## config.mk

```make
export PLATFORM = sky130hd
export DESIGN_NAME = edge_pe_req_bus
export DESIGN_NICKNAME = d
export VERILOG_FILES = /design/src/rtl/edge_pe_req_bus.sv
export SDC_FILE = /design/constraint.sdc
export NUM_CORES = 1
export LEC_CHECK = 0
export CAP_MARGIN = 20
export CELL_PAD_IN_SITES_DETAIL_PLACEMENT = 1
export CELL_PAD_IN_SITES_GLOBAL_PLACEMENT = 2
export CORE_MARGIN = 2
export CORE_UTILIZATION = 35
export CTS_CLUSTER_SIZE = 40
export DETAILED_ROUTE_END_ITERATION = 6
export PLACE_DENSITY = 0.82
export RECOVER_POWER = 50
export SKIP_LAST_GASP = 1
export SLEW_MARGIN = 0
export SYNTH_ARGS = -nofsm -noshare
export SYNTH_HDL_FRONTEND = slang
export SYNTH_SLANG_ARGS = --single-unit
```

## constraint.sdc

```tcl
create_clock -name clk -period 10.5 [get_ports clk]
set_input_delay 2.1 -clock clk [delete_from_list [all_inputs] [get_ports clk]]
set_output_delay 2.1 -clock clk [all_outputs]
set_load 0.1 [all_outputs]
```

## src/rtl/edge_pe_req_bus.sv

```systemverilog
// -----------------------------------------------------------------------------
// edge_pe_req_bus
// Request-direction crossbar from the Edge PEs to the FV SRAM bank controllers.
// Every PE owns a 2-entry request FIFO. The head of each FIFO is decoded to a
// bank from the low address bits. Each bank picks one head round-robin and
// loads it into a registered output stage, tagged with the originating PE
// index so read data can be routed back to that PE.
//
// Ports:
//   clk             : single clock, rising edge
//   reset           : asynchronous active-low reset
//   pe_req_valid    : per-PE request valid
//   pe_req_addr     : per-PE global address, PE i at [i*ADDR_W +: ADDR_W]
//   pe_req_sos/eos  : per-PE start/end-of-stream markers
//   pe_req_ready    : per-PE accept (FIFO not full)
//   bank_req_valid  : per-bank request valid
//   bank_req_addr   : per-bank in-bank address (global addr >> BANK_SEL_W)
//   bank_req_tag    : per-bank originating PE index
//   bank_req_sos/eos: per-bank forwarded markers
//   bank_req_ready  : per-bank accept from the bank controller
// -----------------------------------------------------------------------------
module edge_pe_req_bus #(
    parameter int NUM_EDGE_PE = 4,
    parameter int NUM_BANKS   = 4,
    parameter int ADDR_W      = 10,
    localparam int BANK_SEL_W = $clog2(NUM_BANKS),
    localparam int TAG_W      = (NUM_EDGE_PE > 1) ? $clog2(NUM_EDGE_PE) : 1,
    localparam int LOCAL_W    = ADDR_W - BANK_SEL_W
) (
    input  logic                          clk,
    input  logic                          reset,
    input  logic [NUM_EDGE_PE-1:0]        pe_req_valid,
    input  logic [NUM_EDGE_PE*ADDR_W-1:0] pe_req_addr,
    input  logic [NUM_EDGE_PE-1:0]        pe_req_sos,
    input  logic [NUM_EDGE_PE-1:0]        pe_req_eos,
    output logic [NUM_EDGE_PE-1:0]        pe_req_ready,
    output logic [NUM_BANKS-1:0]          bank_req_valid,
    output logic [NUM_BANKS*LOCAL_W-1:0]  bank_req_addr,
    output logic [NUM_BANKS*TAG_W-1:0]    bank_req_tag,
    output logic [NUM_BANKS-1:0]          bank_req_sos,
    output logic [NUM_BANKS-1:0]          bank_req_eos,
    input  logic [NUM_BANKS-1:0]          bank_req_ready
);

    // Per-PE FIFO storage and control
    logic [ADDR_W-1:0]      fifo_addr_r [NUM_EDGE_PE][2];
    logic                   fifo_sos_r  [NUM_EDGE_PE][2];
    logic                   fifo_eos_r  [NUM_EDGE_PE][2];
    logic [NUM_EDGE_PE-1:0] wr_ptr_r;
    logic [NUM_EDGE_PE-1:0] rd_ptr_r;
    logic [1:0]             count_r     [NUM_EDGE_PE];

    // Head view of each FIFO
    logic [NUM_EDGE_PE-1:0] ready_s;
    logic [NUM_EDGE_PE-1:0] push_s;
    logic [NUM_EDGE_PE-1:0] pop_s;
    logic [NUM_EDGE_PE-1:0] head_vld_s;
    logic [NUM_EDGE_PE-1:0] head_sos_s;
    logic [NUM_EDGE_PE-1:0] head_eos_s;
    logic [ADDR_W-1:0]      head_addr_s [NUM_EDGE_PE];
    logic [BANK_SEL_W-1:0]  head_bank_s [NUM_EDGE_PE];

    // Per-bank arbitration
    logic [TAG_W-1:0]       rr_ptr_r    [NUM_BANKS];
    logic [TAG_W-1:0]       rr_nxt_s    [NUM_BANKS];
    logic [TAG_W-1:0]       gnt_pe_s    [NUM_BANKS];
    logic [NUM_BANKS-1:0]   gnt_s;
    logic [NUM_BANKS-1:0]   loadable_s;

    // Per-bank output registers
    logic [NUM_BANKS-1:0]   bank_vld_r;
    logic [LOCAL_W-1:0]     bank_addr_r [NUM_BANKS];
    logic [TAG_W-1:0]       bank_tag_r  [NUM_BANKS];
    logic [NUM_BANKS-1:0]   bank_sos_r;
    logic [NUM_BANKS-1:0]   bank_eos_r;

    // Ready depends only on the registered count: a full FIFO stays not-ready
    // even in a cycle where its head is popped.
    always_comb begin
        for (int i = 0; i < NUM_EDGE_PE; i++) begin
            ready_s[i]     = (count_r[i] < 2'd2);
            push_s[i]      = pe_req_valid[i] & ready_s[i];
            head_vld_s[i]  = (count_r[i] != 2'd0);
            head_addr_s[i] = fifo_addr_r[i][rd_ptr_r[i]];
            head_sos_s[i]  = fifo_sos_r[i][rd_ptr_r[i]];
            head_eos_s[i]  = fifo_eos_r[i][rd_ptr_r[i]];
            head_bank_s[i] = head_addr_s[i][BANK_SEL_W-1:0];
        end
    end

    assign pe_req_ready = ready_s;

    // Round-robin pick per bank: first head targeting the bank at or after
    // rr_ptr, wrapping. A PE has one head so it can win at most one bank.
    always_comb begin
        int                 sum_v;
        logic [TAG_W-1:0]   cand_v;
        sum_v  = 0;
        cand_v = '0;
        gnt_s  = '0;
        pop_s  = '0;
        for (int b = 0; b < NUM_BANKS; b++) begin
            gnt_pe_s[b]   = '0;
            rr_nxt_s[b]   = rr_ptr_r[b];
            loadable_s[b] = ~bank_vld_r[b] | bank_req_ready[b];
            for (int o = 0; o < NUM_EDGE_PE; o++) begin
                sum_v = int'(rr_ptr_r[b]) + o;
                if (sum_v >= NUM_EDGE_PE) begin
                    sum_v = sum_v - NUM_EDGE_PE;
                end else begin
                    sum_v = sum_v;
                end
                cand_v = TAG_W'(sum_v);
                if (!gnt_s[b] && loadable_s[b] && head_vld_s[cand_v] &&
                    (head_bank_s[cand_v] == BANK_SEL_W'(b))) begin
                    gnt_s[b]    = 1'b1;
                    gnt_pe_s[b] = cand_v;
                end else begin
                    gnt_s[b]    = gnt_s[b];
                end
            end
            sum_v = int'(gnt_pe_s[b]) + 1;
            if (sum_v >= NUM_EDGE_PE) begin
                sum_v = 0;
            end else begin
                sum_v = sum_v;
            end
            if (gnt_s[b]) begin
                rr_nxt_s[b] = TAG_W'(sum_v);
            end else begin
                rr_nxt_s[b] = rr_ptr_r[b];
            end
        end
        for (int k = 0; k < NUM_EDGE_PE; k++) begin
            for (int b = 0; b < NUM_BANKS; b++) begin
                if (gnt_s[b] && (gnt_pe_s[b] == TAG_W'(k))) begin
                    pop_s[k] = 1'b1;
                end else begin
                    pop_s[k] = pop_s[k];
                end
            end
        end
    end

    // Per-PE FIFO pointers, count and storage
    always_ff @(posedge clk or negedge reset) begin
        if (!reset) begin
            wr_ptr_r <= '0;
            rd_ptr_r <= '0;
            for (int i = 0; i < NUM_EDGE_PE; i++) begin
                count_r[i] <= 2'd0;
                for (int e = 0; e < 2; e++) begin
                    fifo_addr_r[i][e] <= '0;
                    fifo_sos_r[i][e]  <= 1'b0;
                    fifo_eos_r[i][e]  <= 1'b0;
                end
            end
        end else begin
            for (int i = 0; i < NUM_EDGE_PE; i++) begin
                if (push_s[i]) begin
                    fifo_addr_r[i][wr_ptr_r[i]] <= pe_req_addr[i*ADDR_W +: ADDR_W];
                    fifo_sos_r[i][wr_ptr_r[i]]  <= pe_req_sos[i];
                    fifo_eos_r[i][wr_ptr_r[i]]  <= pe_req_eos[i];
                    wr_ptr_r[i]                 <= ~wr_ptr_r[i];
                end
                if (pop_s[i]) begin
                    rd_ptr_r[i] <= ~rd_ptr_r[i];
                end
                case ({push_s[i], pop_s[i]})
                    2'b10:   count_r[i] <= count_r[i] + 2'd1;
                    2'b01:   count_r[i] <= count_r[i] - 2'd1;
                    default: count_r[i] <= count_r[i];
                endcase
            end
        end
    end

    // Bank output registers and round-robin pointers; a stalled bank holds
    // every field unchanged.
    always_ff @(posedge clk or negedge reset) begin
        if (!reset) begin
            bank_vld_r <= '0;
            bank_sos_r <= '0;
            bank_eos_r <= '0;
            for (int b = 0; b < NUM_BANKS; b++) begin
                bank_addr_r[b] <= '0;
                bank_tag_r[b]  <= '0;
                rr_ptr_r[b]    <= '0;
            end
        end else begin
            for (int b = 0; b < NUM_BANKS; b++) begin
                rr_ptr_r[b] <= rr_nxt_s[b];
                if (gnt_s[b]) begin
                    bank_vld_r[b]  <= 1'b1;
                    bank_addr_r[b] <= head_addr_s[gnt_pe_s[b]][ADDR_W-1:BANK_SEL_W];
                    bank_tag_r[b]  <= gnt_pe_s[b];
                    bank_sos_r[b]  <= head_sos_s[gnt_pe_s[b]];
                    bank_eos_r[b]  <= head_eos_s[gnt_pe_s[b]];
                end else if (loadable_s[b]) begin
                    bank_vld_r[b]  <= 1'b0;
                end else begin
                    bank_vld_r[b]  <= bank_vld_r[b];
                end
            end
        end
    end

    assign bank_req_valid = bank_vld_r;
    assign bank_req_sos   = bank_sos_r;
    assign bank_req_eos   = bank_eos_r;

    for (genvar gb = 0; gb < NUM_BANKS; gb++) begin : g_bank_out
        assign bank_req_addr[gb*LOCAL_W +: LOCAL_W] = bank_addr_r[gb];
        assign bank_req_tag[gb*TAG_W +: TAG_W]      = bank_tag_r[gb];
    end

endmodule

```

# After elaboration in Yosys (flattened, before gate mapping)
# Index checks and enable logic that the tools add are counted.
# totals
regBits	172
in_bits	58
# op_classes
n_addsub	40
n_lt_le_gt_ge	76
eq_ne	32
mux	252
bitwise_logic	48
n_reduce_logical	96
# ops
operator	count
$mux 10	24
$mux 2	68
$ge 3x3->1 const B	36
$mux 1	92
$bmux 10 s2	4
$bwmux 20	4
$bmux 2 s2	16
$logic_and 1x1->1	64
$lt 2x3->1 const B	20
$not 2->3	20
$bmux 1 s2	24
$demux 10 s1	4
$eq 2x2->1 const B	20
$sub 2x1->2 const B	20
$add 2x1->3 const B	8
$add 2x2->3 const B	8
$eq 2x1->1 const B	12
$reduce_bool 2->1	12
$bwmux 2	8
$ge 2x2->1 const B	8
$logic_not 2->1	8
$not 1->2	8
$pmux 2 s2	4
$ge 2x3->1 const B	4
8 further kinds	48

# Logic depth before layout (Yosys ltp)
# logic_depth
depth_word	33
mapped_depth	18

# Worst setup path before layout
# Ideal clock, no wire load.
# synth_timing
path_kind	input to register
startpoint	input bank_req_ready[3]
endpoint	register count_r[7] (netlist name)
setup_ns	0.157
arrival_time_ns	4.588
t_required_ns	10.343
path_slack_ns	5.754
path_stages	14
path_cell_list	nand2b_1 -> nand2_1 -> o21bai_1 -> a21oi_1 -> o31ai_1 -> inv_1 -> clkbuf_1 -> ha_1 -> inv_1 -> o21ai_0 -> a211o_1 -> ha_1 -> nor2_1 -> xnor2_1
# synth_rtl
element	line_no	rtl
start: declaration	42	input logic [NUM_BANKS-1:0] bank_req_ready
end signal: indexed assignment	170	2'b10: count_r[i] <= count_r[i] + 2'd1;
end signal: indexed assignment	171	2'b01: count_r[i] <= count_r[i] - 2'd1;
end signal: indexed assignment	172	default: count_r[i] <= count_r[i];
end: declaration	51	logic [1:0] count_r [NUM_EDGE_PE];

==> flow_summary_export.csv <==
group,metric,value,unit
outcome,status,"finished clean",
route,drt-initial-drc-count,454,
grt,grt_max_degree,108,
timing,drv_slew,0,
route,ant_nets,0,
route,drc_errors,0,
synth,synth_common_cells,"172 x dfrtp_1, 131 x mux2_2, 101 x nand2_1, 47 x mux2i_1, 47 x nor2_1",
timing,setup_violations,0,
grt,grt.overflow.total,0,
grt,grt_pass1_wl,47.2,mm
finish,nFillCells,3060,
die,ios,114,
timing,fin_tns_setup,0,ns
route,wl_met2,15.1,mm
timing,period_needed,5.36,ns
worst_setup_path,critPathLaunchType,"input port",
clock_tree,clk_pin_slew,0.08,ns
worst_setup_path,critical_path_class,"input port to flip-flop",
die,fp.coreArea,27600,um2
synth,synth_area,9750,um2
timing,hold_viol_final,0,
route,dr_wl_met3,880,um
clock_tree,hold_buffers,0,
min_path,hold_depth,2,
grt,grt.total_usage,21.2,%
worst_setup_path,arrival,5.71,ns
min_path,worstHoldEndpoint,"bank_req_tag[0]$_DFFE_PN0P_",
synth,synthCells,935,
clock_tree,clkLatencyLatePin,0.44,ns
timing,rsz0062_at_grt,"no",
placed_design,place_hpwl,22.3,mm
timing,fin_skew,0.0133,ns
timing,fin_crit_sh,51.0,%
clock_tree,clock-root-buffer,"clkbuf_16",
placed_design,place_ws,4.78,ns
finish,drive_gt1_share,19.9,%
min_path,hold_start,"bank_req_tag[0]$_DFFE_PN0P_",
worst_setup_path,r2r_end,"count_r[1]$_DFFE_PN0P_",
clock_tree,cts_resized,0,
worst_setup_path,crit_required,10.86,ns
finish,area_growth,21.5,%
clock_tree,post_cts.repair.setup_buffers,0,
worst_setup_path,cp-end-kind,"flip-flop",
route,drt-wirelength-per-cell,21.0,um
timing,worst_pin_slew,1.28,ns
clock_tree,tritoncts,"yes",
placed_design,port_buffers,113,
timing,worst_slack,5.14,ns
synth,synth_flop_cell,"dfrtp_1",
synth,netlist_top_cells_area,"dfrtp_1 44%, mux2_2 15%, mux2i_1 4.8%, nand2_1 3.9%, o211ai_1 2.8%",
synth,synth_nets,1008,
die,die_h,171,um
worst_setup_path,cp_max_fo,12,
clock_tree,clock_path_buffers,2,
worst_setup_path,regToRegSetupSlack,5.79,ns
route,vias,7669,
synth,ys_ff_latch,172,
grt,first_global_vias,8147,
die,rows,61,
route,vias_per_cell,5.42,
synth,avgSynthCellArea,10.4,um2
die,start_util,35.3,%
timing,timing.fmax,187,MHz
placed_design,place.gp.congestion,0.866,
synth,yosys.cell_types.count,71,
synth,seq_area_frac_synth,44.2,%
synth,yosys.area.top_type,"dfrtp_1",
synth,yosys_warnings,0,
synth,post-synth-top-count-cell,"dfrtp_1",
route,m1WireLength,13.2,mm
synth,synth_top_area_share,44.2,%
route,top_layer,"met4",
clock_tree,h-tree-depth,4,
finish,nets,1096,
worst_setup_path,cp-startpoint,"bank_req_ready[3]",
worst_setup_path,reg2reg_depth,13,
synth,async_reset_ff_share,100,%
clock_tree,cts_sinks,172,
route,routed_wirelength,29.7,mm
grt,antenna_found_initial,0,
timing,slew_headroom,15.0,%
worst_setup_path,timing.rr.start,"rd_ptr_r[2]$_DFFE_PN0N_",
die,fp.dieW,171,um
route,firstDrtPassIters,4,
die,die-area,29200,um2
finish,n_antenna_cell,0,
flow_run,drv_cap,0,
clock_tree,cts_buffers,17,
min_path,worst_hold_path_type,"flip-flop to flip-flop",
synth,synth_edf_count,0,
## through the flow
step | hold slack (ns) | cell area [um2] | cells | utilization (%)
2_1_floorplan | 0.468 | 9750 | 935 | -
3_3_place_gp | 0.471 | 11200 | 1377 | 40.5
4_1_cts | 0.495 | 11800 | 1411 | 42.9
5_1_grt | 0.521 | 11800 | 1414 | 42.9
3_5_place_dp | 0.478 | 11200 | 1379 | 40.6
6_report | 0.489 | 11800 | 1414 | 42.9
## worst max-delay path: stages
cell,delay [ns]
clkdlybuf4s50_1,0.39
nand2b_1,0.24
nand2_1,0.15
o21bai_1,0.17
a21oi_1,0.19
o31ai_1,0.75
inv_1,0.43
ha_1,0.31
inv_1,0.05
o21ai_0,0.07
a211o_1,0.27
ha_1,0.32
nor2_1,0.14
xnor2_1,0.12
## metal layers
| layer | global-route usage, % | vias to the layer above |
|---|---|---|
| met5 | 0 | - |
| met3 | 3.17 | 30 |
| met4 | 5.56 | 0 |
| met1 | 27.4 | 3887 |
| li1 | - | 3606 |
| met2 | 37.1 | 146 |
## layout by cell type, fill, tap and decap left out, types with 6 or more instances in the layout
master,count
clkdlybuf4s50_1,106
nand3b_1,11
o221a_2,9
nand2b_1,6
mux2_2,130
mux2i_1,47
inv_1,29
a22oi_1,9
nand2_1,101
a211oi_1,9
a21o_1,6
nor2_1,47
ha_1,15
o211ai_1,36
nor3_1,29
buf_4,9
nor4_1,8
clkbuf_16,17
o21ai_0,42
dfrtp_1,172
xnor2_1,16
a21oi_1,33
dlygate4sd3_1,6
o221ai_1,12
nand3_1,12
## worst max path at each step
stage               slack [ns]                      to  cells after the start
finish                    5.14  count_r[7]$_DFFE_PN0P_                     14
global route              4.94  count_r[7]$_DFFE_PN0P_                     14
CTS                       5.21  count_r[7]$_DFFE_PN0P_                     14
detailed placement        4.78  count_r[7]$_DFFE_PN0P_                     14
global placement          4.92  count_r[7]$_DFFE_PN0P_                     14
floorplan                 5.75  count_r[7]$_DFFE_PN0P_                     14
## final cells by class
class | instances | area (um2) | share of cell area, %
repair buffers | 126 | 1210 | 10.3
multi-input cells | 676 | 5100 | 43.1
flip-flops and latches | 172 | 4300 | 36.3
clock buffers | 17 | 425 | 3.59
clock inverters | 15 | 213 | 1.80
well taps | 378 | 473 | 3.99
inverters | 30 | 113 | 0.951
## logic make-up after synthesis
kind of cell    Yosys count  share of synthesized area [%]
flops                   172                           44.2
xor+xnor                 21                           1.89
mux                     180                           20.4
compound gates          209                           15.5
fa+ha+maj                15                           1.93
simple gates            251                           12.3
buf+inv                  87                           3.80
## state kept, by name (all words and copies together) (netlist names)
name	flops
bank_req_eos	4
count_r	8
bank_req_sos	4
bank_req_addr	32
bank_req_tag	8
fifo_eos_r	8
wr_ptr_r	4
bank_req_valid	4
fifo_addr_r	80
rd_ptr_r	4
fifo_sos_r	8
rr_ptr_r	8
Power is not shown: default switching activity piles up to over one toggle a cycle in this logic, so the estimate is an artifact.
